[src/rtl/fetch_pkg.sv]
// rtl/fetch_pkg.sv - shared op/state encodings and defaults for the fetch sequencer
package fetch_pkg;

    typedef enum logic [2:0] {
        OP_INC      = 3'b000,
        OP_BR_REL   = 3'b001,
        OP_JMP_LUT  = 3'b010,
        OP_CALL_LUT = 3'b011,
        OP_RET      = 3'b100
    } op_e;

    typedef enum logic {
        ST_RUN    = 1'b0,
        ST_HALTED = 1'b1
    } state_e;

    localparam int unsigned DEFAULT_RESET_PC = 0;

endpackage

[src/rtl/fetch_sequencer_return_stack.sv]
// rtl/fetch_sequencer_return_stack.sv - return-address stack with full/empty flags
module return_stack #(
    parameter int DEPTH = 4,
    parameter int W     = 8
) (
    input  logic         clk,
    input  logic         resetn,
    input  logic         push,
    input  logic         pop,
    input  logic [W-1:0] push_data,
    output logic [W-1:0] top_data,
    output logic         full,
    output logic         empty
);

    localparam int SP_W  = $clog2(DEPTH + 1);
    localparam int IDX_W = (DEPTH > 1) ? $clog2(DEPTH) : 1;

    logic [SP_W-1:0] sp_q, sp_d;
    logic [SP_W-1:0] top_idx;
    logic [W-1:0]    mem_q [DEPTH];

    assign top_idx  = sp_q - SP_W'(1);
    assign top_data = mem_q[top_idx[IDX_W-1:0]];
    assign full     = (sp_q == SP_W'(DEPTH));
    assign empty    = (sp_q == '0);

    // The caller gates push on full and pop on empty; they are never both set.
    always_comb begin
        sp_d = sp_q;
        if (push && !full) begin
            sp_d = sp_q + SP_W'(1);
        end else if (pop && !empty) begin
            sp_d = sp_q - SP_W'(1);
        end
    end

    always_ff @(posedge clk) begin
        if (!resetn) begin
            sp_q <= '0;
        end else begin
            sp_q <= sp_d;
        end
    end

    always_ff @(posedge clk) begin
        if (resetn && push && !full) begin
            mem_q[sp_q[IDX_W-1:0]] <= push_data;
        end
    end

endmodule

[src/rtl/fetch_sequencer.sv]
// rtl/fetch_sequencer.sv - program-counter sequencer with branch, jump table, call/return and halt
module fetch_sequencer
    import fetch_pkg::*;
#(
    parameter int          PC_W      = 8,
    parameter int          OFFSET_W  = 3,
    parameter int          SHIFT     = 2,
    parameter int          LUT_DEPTH = 8,
    parameter int          RAS_DEPTH = 4,
    parameter int unsigned RESET_PC  = DEFAULT_RESET_PC
) (
    input  logic                         CLK,
    input  logic                         Init_n,
    input  logic [2:0]                   Op,
    input  logic [OFFSET_W-1:0]          Target,
    input  logic [$clog2(LUT_DEPTH)-1:0] Lut_idx,
    input  logic                         Stall,
    input  logic                         Halt,
    input  logic                         Lut_we,
    input  logic [$clog2(LUT_DEPTH)-1:0] Lut_waddr,
    input  logic [PC_W-1:0]              Lut_wdata,
    output logic [PC_W-1:0]              PC,
    output logic                         Done,
    output logic                         Fault
);

    state_e          state_q, state_d;
    logic [PC_W-1:0] pc_q, pc_d;
    logic            fault_q, fault_d;
    logic [PC_W-1:0] lut_q [LUT_DEPTH];

    logic [PC_W-1:0] pc_inc;
    logic [PC_W-1:0] br_off;
    logic [PC_W-1:0] lut_rd;
    logic            ras_push, ras_pop, ras_full, ras_empty;
    logic [PC_W-1:0] ras_top;

    assign pc_inc = pc_q + PC_W'(1);
    assign br_off = PC_W'($signed(Target)) << SHIFT;
    assign lut_rd = lut_q[Lut_idx];

    return_stack #(
        .DEPTH (RAS_DEPTH),
        .W     (PC_W)
    ) u_ras (
        .clk       (CLK),
        .resetn    (Init_n),
        .push      (ras_push),
        .pop       (ras_pop),
        .push_data (pc_inc),
        .top_data  (ras_top),
        .full      (ras_full),
        .empty     (ras_empty)
    );

    always_comb begin
        state_d  = state_q;
        pc_d     = pc_q;
        fault_d  = fault_q;
        ras_push = 1'b0;
        ras_pop  = 1'b0;
        if (state_q == ST_RUN) begin
            if (Halt) begin
                state_d = ST_HALTED;
            end else if (!Stall) begin
                case (op_e'(Op))
                    OP_BR_REL:  pc_d = pc_q + br_off;
                    OP_JMP_LUT: pc_d = lut_rd;
                    OP_CALL_LUT: begin
                        // A call on a full stack still jumps; only the return address is lost.
                        pc_d = lut_rd;
                        if (ras_full) fault_d  = 1'b1;
                        else          ras_push = 1'b1;
                    end
                    OP_RET: begin
                        if (ras_empty) begin
                            pc_d    = pc_inc;
                            fault_d = 1'b1;
                        end else begin
                            pc_d    = ras_top;
                            ras_pop = 1'b1;
                        end
                    end
                    default:    pc_d = pc_inc;
                endcase
            end
        end
    end

    always_ff @(posedge CLK) begin
        if (!Init_n) begin
            state_q <= ST_RUN;
            pc_q    <= PC_W'(RESET_PC);
            fault_q <= 1'b0;
            for (int i = 0; i < LUT_DEPTH; i++) begin
                lut_q[i] <= '0;
            end
        end else begin
            state_q <= state_d;
            pc_q    <= pc_d;
            fault_q <= fault_d;
            if (Lut_we) begin
                lut_q[Lut_waddr] <= Lut_wdata;
            end
        end
    end

    assign PC    = pc_q;
    assign Done  = (state_q == ST_HALTED);
    assign Fault = fault_q;

endmodule
[config.mk]
export PLATFORM = sky130hd
export DESIGN_NAME = fetch_sequencer
export DESIGN_NICKNAME = d
export VERILOG_FILES = /design/src/rtl/fetch_pkg.sv /design/src/rtl/fetch_sequencer_return_stack.sv /design/src/rtl/fetch_sequencer.sv
export SDC_FILE = /design/constraint.sdc
export NUM_CORES = 1
export LEC_CHECK = 0
export CAP_MARGIN = 20
export CORE_AREA = 2 2 99 101
export DETAILED_ROUTE_END_ITERATION = 10
export DIE_AREA = 0 0 101 103
export PLACE_DENSITY_LB_ADDON = 0.05
export SLEW_MARGIN = 10
export SYNTH_ARGS = -nofsm -noshare
export SYNTH_HDL_FRONTEND = slang
export SYNTH_SLANG_ARGS = --single-unit
[constraint.sdc]
create_clock -name CLK -period 5.6 [get_ports CLK]
set_input_delay 1.12 -clock CLK [delete_from_list [all_inputs] [get_ports CLK]]
set_output_delay 1.12 -clock CLK [all_outputs]
set_load 0.05 [all_outputs]
==> results of run 1 <==
kinds of logic (layout without fill, tap and decap cells):
kind of cell,after synthesis,in the layout,synth area share
and+or+nand+nor,130,130,0.140
buffers and inverters,20,66,0.0205
adders and majority gates,12,12,0.0301
AOI/OAI and AO/OA,53,53,0.0661
xor gates and xnor gates,11,11,0.0184
muxes,32,32,0.126
DFF,109,109,0.600
sequential cells by signal (all words and copies together), names as in the netlist:
signal       count
Fault            1
Done             1
u_ras.sp_q       3
lut_q           64
u_ras.mem_q     32
PC               8
power groups by stage:
stage	combinational, mW	clock (mW)	sequential (mW)
floorplan	0.0913	0	0.963
global placement	0.164	0	0.959
detailed placement	0.167	0	0.959
CTS	0.168	0.455	0.940
global route	0.183	0.488	0.944
finish	0.168	0.447	0.940
metrics by stage:
| step | area [sq um] | total power [mW] | hold WS, ps |
|---|---|---|---|
| floorplan | 5240 | 1.05 | 498 |
| global placement | 5660 | 1.12 | 471 |
| detailed placement | 5670 | 1.13 | 487 |
| CTS | 5850 | 1.56 | 514 |
| global route | 5870 | 1.61 | 550 |
| finish | 5870 | 1.56 | 509 |
cell type report:
class | count | area, sq um | area share
clock buffer | 10 | 128 | 0.0217
multi-input combinational | 238 | 1990 | 0.339
tap | 114 | 143 | 0.0243
inverter | 8 | 30.0 | 0.00511
clock inverter | 6 | 53.8 | 0.00916
sequential | 109 | 3140 | 0.535
timing repair buffer | 42 | 385 | 0.0656
synthesized netlist by cell type, types with 2 or more instances:
master,count
a21oi_1,10
inv_1,8
nand4_1,3
a221oi_1,6
nor3_1,6
nand2b_1,6
buf_6,2
xor2_1,2
o21a_1,2
a31oi_1,5
ha_1,11
clkbuf_1,4
a21boi_0,2
nand3b_1,3
mux2_2,3
o21ai_0,17
buf_2,5
and2_1,65
nand3_1,8
nand2_1,11
dfxtp_1,13
mux4_2,6
and3_1,3
or3_1,2
a21o_1,3
xnor2_1,9
mux4_1,16
nor2_1,17
mux2i_1,7
edfxtp_1,96
nor2b_1,2
metal layers:
metal | global-route usage | vias up
met5 | 0 | -
met4 | 0.0800 | 0
met3 | 0.0312 | 15
met2 | 0.398 | 88
met1 | 0.313 | 1513
li1 | - | 1487
worst max-delay path by stage:
stage	endpoint	slack, ps
3_3_place_gp	lut_q[0][3]$_SDFFCE_PN0P_	1980
3_5_place_dp	lut_q[0][3]$_SDFFCE_PN0P_	1950
5_1_grt	lut_q[0][2]$_SDFFCE_PN0P_	2120
6_report	lut_q[0][2]$_SDFFCE_PN0P_	2310
4_1_cts	lut_q[0][2]$_SDFFCE_PN0P_	2340
2_1_floorplan	PC[4]$_SDFFE_PN0P_	3090
==> reports/summary.txt, run 1 <==
Final setup violation count = 0
ANT nets after route = 0
delay-heaviest family, CP = simple AND/OR/NAND/NOR gates
Final Max Tran Viols = 0
Worst Max-Slew Pin Slew = 949 ps
post-CTS resize count = 0
Yosys warning total = 0
largest net degree at the start of global routing = 25
worst reg2reg path depth = 6
Final Cycle Share = 0.587
first drt pass iteration count = 5
status = finished clean
largest area contributor in the netlist = edfxtp_1
commonest cells after routing, fill and taps aside = 96 x edfxtp_1, 65 x and2_1, 34 x clkdlybuf4s50_1, 17 x o21ai_0, 17 x nor2_1
Setup WS post-layout = 2310 ps
Hold Crit Depth = 1
Hold Violations, Final = 0
cts bufs inserted = 9
clock sinks = 109
initial drt markers = 137
initial antenna violation count = 0
HPWL Detailed = 8.22 mm
Gate Count Post-Synth = 367
critical path arrival = 3310 ps
switch share = 0.252
Peak VDD IR = 0.126 mV
share of layout cells above drive strength 1 = 0.0847
syn nets = 404
R2R setup slack = 2840 ps
root buf cell = clkbuf_8
Tmin final = 3290 ps
power per standard cell area = 265 mW/mm^2
Die Area = 0.0104 sq mm
vias per inst = 5.89
detailed-route wire length per cell = 21.1 microns
detailed-route via count = 3,103
Logic pwr share = 0.108
Synth area leaders = edfxtp_1 55%, mux4_1 8.0%, and2_1 7.8%
Synth top area share = 0.550
CP max stage delay = 750 ps
metal3 WL = 492 microns
Fillers = 750
Hold Path Class = reg2reg
final core utilization = 0.621
crit end category = register
ANT cells = 0
hold endpoint = Done$_SDFF_PN0_
unrepaired setup endpoints after global routing = no
met2 WL = 5.65 mm
#FFs+latches synth = 109
Levels on crit path = 5
crit path launch type = input pin
asr flop ratio synth = 0
Die H = 103 microns
critical path, cell by cell = clkdlybuf4s50_1 -> buf_4 -> nand3b_1 -> nor3_1 -> nand2b_1
reg2reg start = u_ras.sp_q[0]$_SDFFE_PN0P_
Synth-to-Final Area Change = 12.1%
# DRC = 0
P_sw = 391 uW
first-pass GRT wire length = 17.7 mm
Ports = 35
cell count after placement = 507
Rel. slew slack = 0.366
core region area = 0.00946 sq mm
WL final = 11.1 mm
RD Place Congestion = 0.799
clock share of power = 0.288
final non-filler cell total = 527
CP Data Required Time = 5630 ps
hold buffers post-CTS = 0
ys flop type = edfxtp_1
Setup WS pre-CTS = 1950 ps
most common cell after layout, fill and taps aside = edfxtp_1
Netlist cell types = 45
f_max = 0.304 GHz
Buf/Inv on CP = 2
post-CTS setup buffers = 0
hold path start = Done$_SDFF_PN0_
synthesized cell area = 0.00524 sq mm
crit path launch = Init_n
DR top layer = met4
Crit Path Max Fanout = 24
Clock transition at path regs = 110 ps
Post-synth EDFFs = 96
initial core utilization = 0.554
Crit Reg-Reg Endpoint = u_ras.mem_q[1][3]$_DFFE_PP_
# nets final = 445
critical setup path kind = in2reg
H-Tree Depth = 3
Mapped Avg Cell Area = 14.3 sq um
Flop pwr share = 0.604
Seq/Total Area, Yosys = 0.600
row count = 36
final setup TNS = 0 ps
worst-skew pair later-pin latency = 370 ps
WL met1 = 4.79 mm
P_int = 1.16 mW
Max clock buf depth = 2
CTS tree = done
Slowest-stage cell, CP = nor3_1
Clock Skews = 11.9 ps
GRT Total Usage = 0.234
vias in the first global route = 3,101
Leakage = 2.09 nW
chip width = 101 microns
Overflow after GRT = 0
maxcap violations = 0
port bufs = 34
(Power assumes the default switching activity.)
==> run 2: changes to the inputs <==
==> constraint.sdc (replaced) <==
create_clock -name CLK -period 3.45 [get_ports CLK]
set_input_delay 0.69 -clock CLK [delete_from_list [all_inputs] [get_ports CLK]]
set_output_delay 0.69 -clock CLK [all_outputs]
set_load 0.05 [all_outputs]
==> reports/summary.txt, run 2 (synthesis gave the netlist of run 1 again) <==
detailed-route via count = 3,186 (was 3,103)
final setup TNS = 0 ps (unchanged)
initial core utilization = 0.554 (unchanged)
Worst Max-Slew Pin Slew = 677 ps (was 949 ps)
first-pass GRT wire length = 17.3 mm (was 17.7 mm)
Synth-to-Final Area Change = 14.2% (was 12.1%)
Final Max Tran Viols = 0 (unchanged)
max FFs per register = 64 (unchanged)
Max clock buf depth = 2 (unchanged)
Hold Path Class = reg2reg (unchanged)
P_sw = 630 uW (was 391 uW)
Setup WS post-layout = 845 ps (was 2310 ps)
ANT cells = 0 (unchanged)
commonest cells after routing, fill and taps aside = 96 x edfxtp_1, 65 x and2_1, 34 x clkdlybuf4s50_1, 18 x buf_4 (was 96 x edfxtp_1, 65 x and2_1, 34 x clkdlybuf4s50_1, 17 x o21ai_0, 17 x nor2_1)
Die Area = 0.0104 sq mm (unchanged)
clock sinks = 109 (unchanged)
chip width = 101 microns (unchanged)
power per standard cell area = 434 mW/mm^2 (was 265 mW/mm^2)
cts bufs inserted = 9 (unchanged)
Overflow after GRT = 0 (unchanged)
worst-skew pair later-pin latency = 360 ps (was 370 ps)
ANT nets after route = 0 (unchanged)
Ports = 35 (unchanged)
most common cell after layout, fill and taps aside = edfxtp_1 (unchanged)
Peak VDD IR = 0.251 mV (was 0.126 mV)
unrepaired setup endpoints after global routing = no (unchanged)
WHS = 508 ps (was 509 ps)
CTS tree = done (unchanged)
Setup WS pre-CTS = 440 ps (was 1950 ps)
Hold Violations, Final = 0 (unchanged)
first drt pass iteration count = 4 (was 5)
Rel. slew slack = 0.547 (was 0.366)
core region area = 0.00946 sq mm (unchanged)
crit end category = register (unchanged)
HPWL Detailed = 7.92 mm (was 8.22 mm)
largest net degree at the start of global routing = 23 (was 25)
RD Place Congestion = 0.860 (was 0.799)
post-CTS setup buffers = 0 (unchanged)
largest reg by FF count = lut_q (unchanged)
post-CTS resize count = 0 (unchanged)
critical path, cell by cell = clkdlybuf4s50_1 -> buf_4 -> mux4_1 -> mux2_2 -> nand2_1 -> a31oi_1 (was clkdlybuf4s50_1 -> buf_4 -> nand3b_1 -> nor3_1 -> nand2b_1)
final non-filler cell total = 537 (was 527)
finished layout cell area = 0.00599 sq mm (was 0.00587 sq mm)
CP max stage delay = 900 ps (was 750 ps)
switch share = 0.243 (was 0.252)
share of layout cells above drive strength 1 = 0.106 (was 0.0847)
final core utilization = 0.633 (was 0.621)
H-Tree Depth = 3 (unchanged)
initial drt markers = 155 (was 137)
# DRC = 0 (unchanged)
detailed-route wire length per cell = 20.5 microns (was 21.1 microns)
row count = 36 (unchanged)
Slowest-stage cell, CP = clkdlybuf4s50_1 (was nor3_1)
root buf cell = clkbuf_8 (unchanged)
Crit Path Max Fanout = 12 (was 24)
Logic pwr share = 0.107 (was 0.108)
Final Power = 2.60 mW (was 1.56 mW)
delay-heaviest family, CP = buffers and inverters (was simple AND/OR/NAND/NOR gates)
critical path arrival = 2830 ps (was 3310 ps)
maxcap violations = 0 (unchanged)
Final Cycle Share = 0.755
Fillers = 718 (was 750)
cell count after placement = 521 (was 507)
clock share of power = 0.307 (was 0.288)
Tmin final = 2600 ps
critical setup path kind = in2reg (unchanged)
P_int = 1.97 mW (was 1.16 mW)
vias in the first global route = 3,166 (was 3,101)
CP Data Required Time = 3680 ps (was 5630 ps)
Flop pwr share = 0.585 (was 0.604)
Final setup violation count = 0 (unchanged)
Die H = 103 microns (unchanged)
GRT Total Usage = 0.225 (was 0.234)
WL final = 11.0 mm (was 11.1 mm)
initial antenna violation count = 0 (unchanged)
port bufs = 34 (unchanged)
Clock Skews = 13.3 ps (was 11.9 ps)
Buf/Inv on CP = 2 (unchanged)
Clock transition at path regs = 110 ps (about the same)
crit path launch type = input pin (unchanged)
hold buffers post-CTS = 0 (unchanged)
Leakage = 2.15 nW (was 2.09 nW)
f_max = 0.384 GHz
# nets final = 455 (was 445)
placed cell areas = 0.00578 sq mm (was 0.00567 sq mm)
vias per inst = 5.93 (was 5.89)
status = finished clean (unchanged)
[run 2: layout make-up]
type,count,area (sq um),area share
inverters,8,30.0,0.00502
well taps,114,143,0.0238
clock buffers,10,128,0.0213
clock inverters,6,76.3,0.0127
multi-input cells,238,1990,0.333
flip-flops and latches,109,3140,0.525
repair buffers,52,475,0.0794
[run 2: final timing paths]
check	from	to	slack [ps]	depth (start not counted)
setup reg to reg	u_ras.sp_q[0]$_SDFFE_PN0P_	PC[4]$_SDFFE_PN0P_	1110	7
setup / recovery	Lut_idx[0]	PC[2]$_SDFFE_PN0P_	850	6
hold reg to reg	Done$_SDFF_PN0_	Done$_SDFF_PN0_	510	1
hold / removal	Done$_SDFF_PN0_	Done$_SDFF_PN0_	510	1
[run 2: layer usage]
| metal | part of all wire | track usage | up-vias |
|---|---|---|---|
| met5 | 0 | 0 | - |
| met4 | 0.0088 | 0.0541 | 0 |
| met3 | 0.035 | 0.0278 | 10 |
| met2 | 0.53 | 0.408 | 76 |
| met1 | 0.43 | 0.292 | 1593 |
| li1 | - | - | 1507 |
[run 2: power by group through the flow]
stage / logic, mW / clock network (mW) / registers [mW]
6_report: 0.279 / 0.798 / 1.52
3_5_place_dp: 0.279 / 0 / 1.55
5_1_grt: 0.303 / 0.858 / 1.52
3_3_place_gp: 0.274 / 0 / 1.55
4_1_cts: 0.280 / 0.812 / 1.52
2_1_floorplan: 0.148 / 0 / 1.56
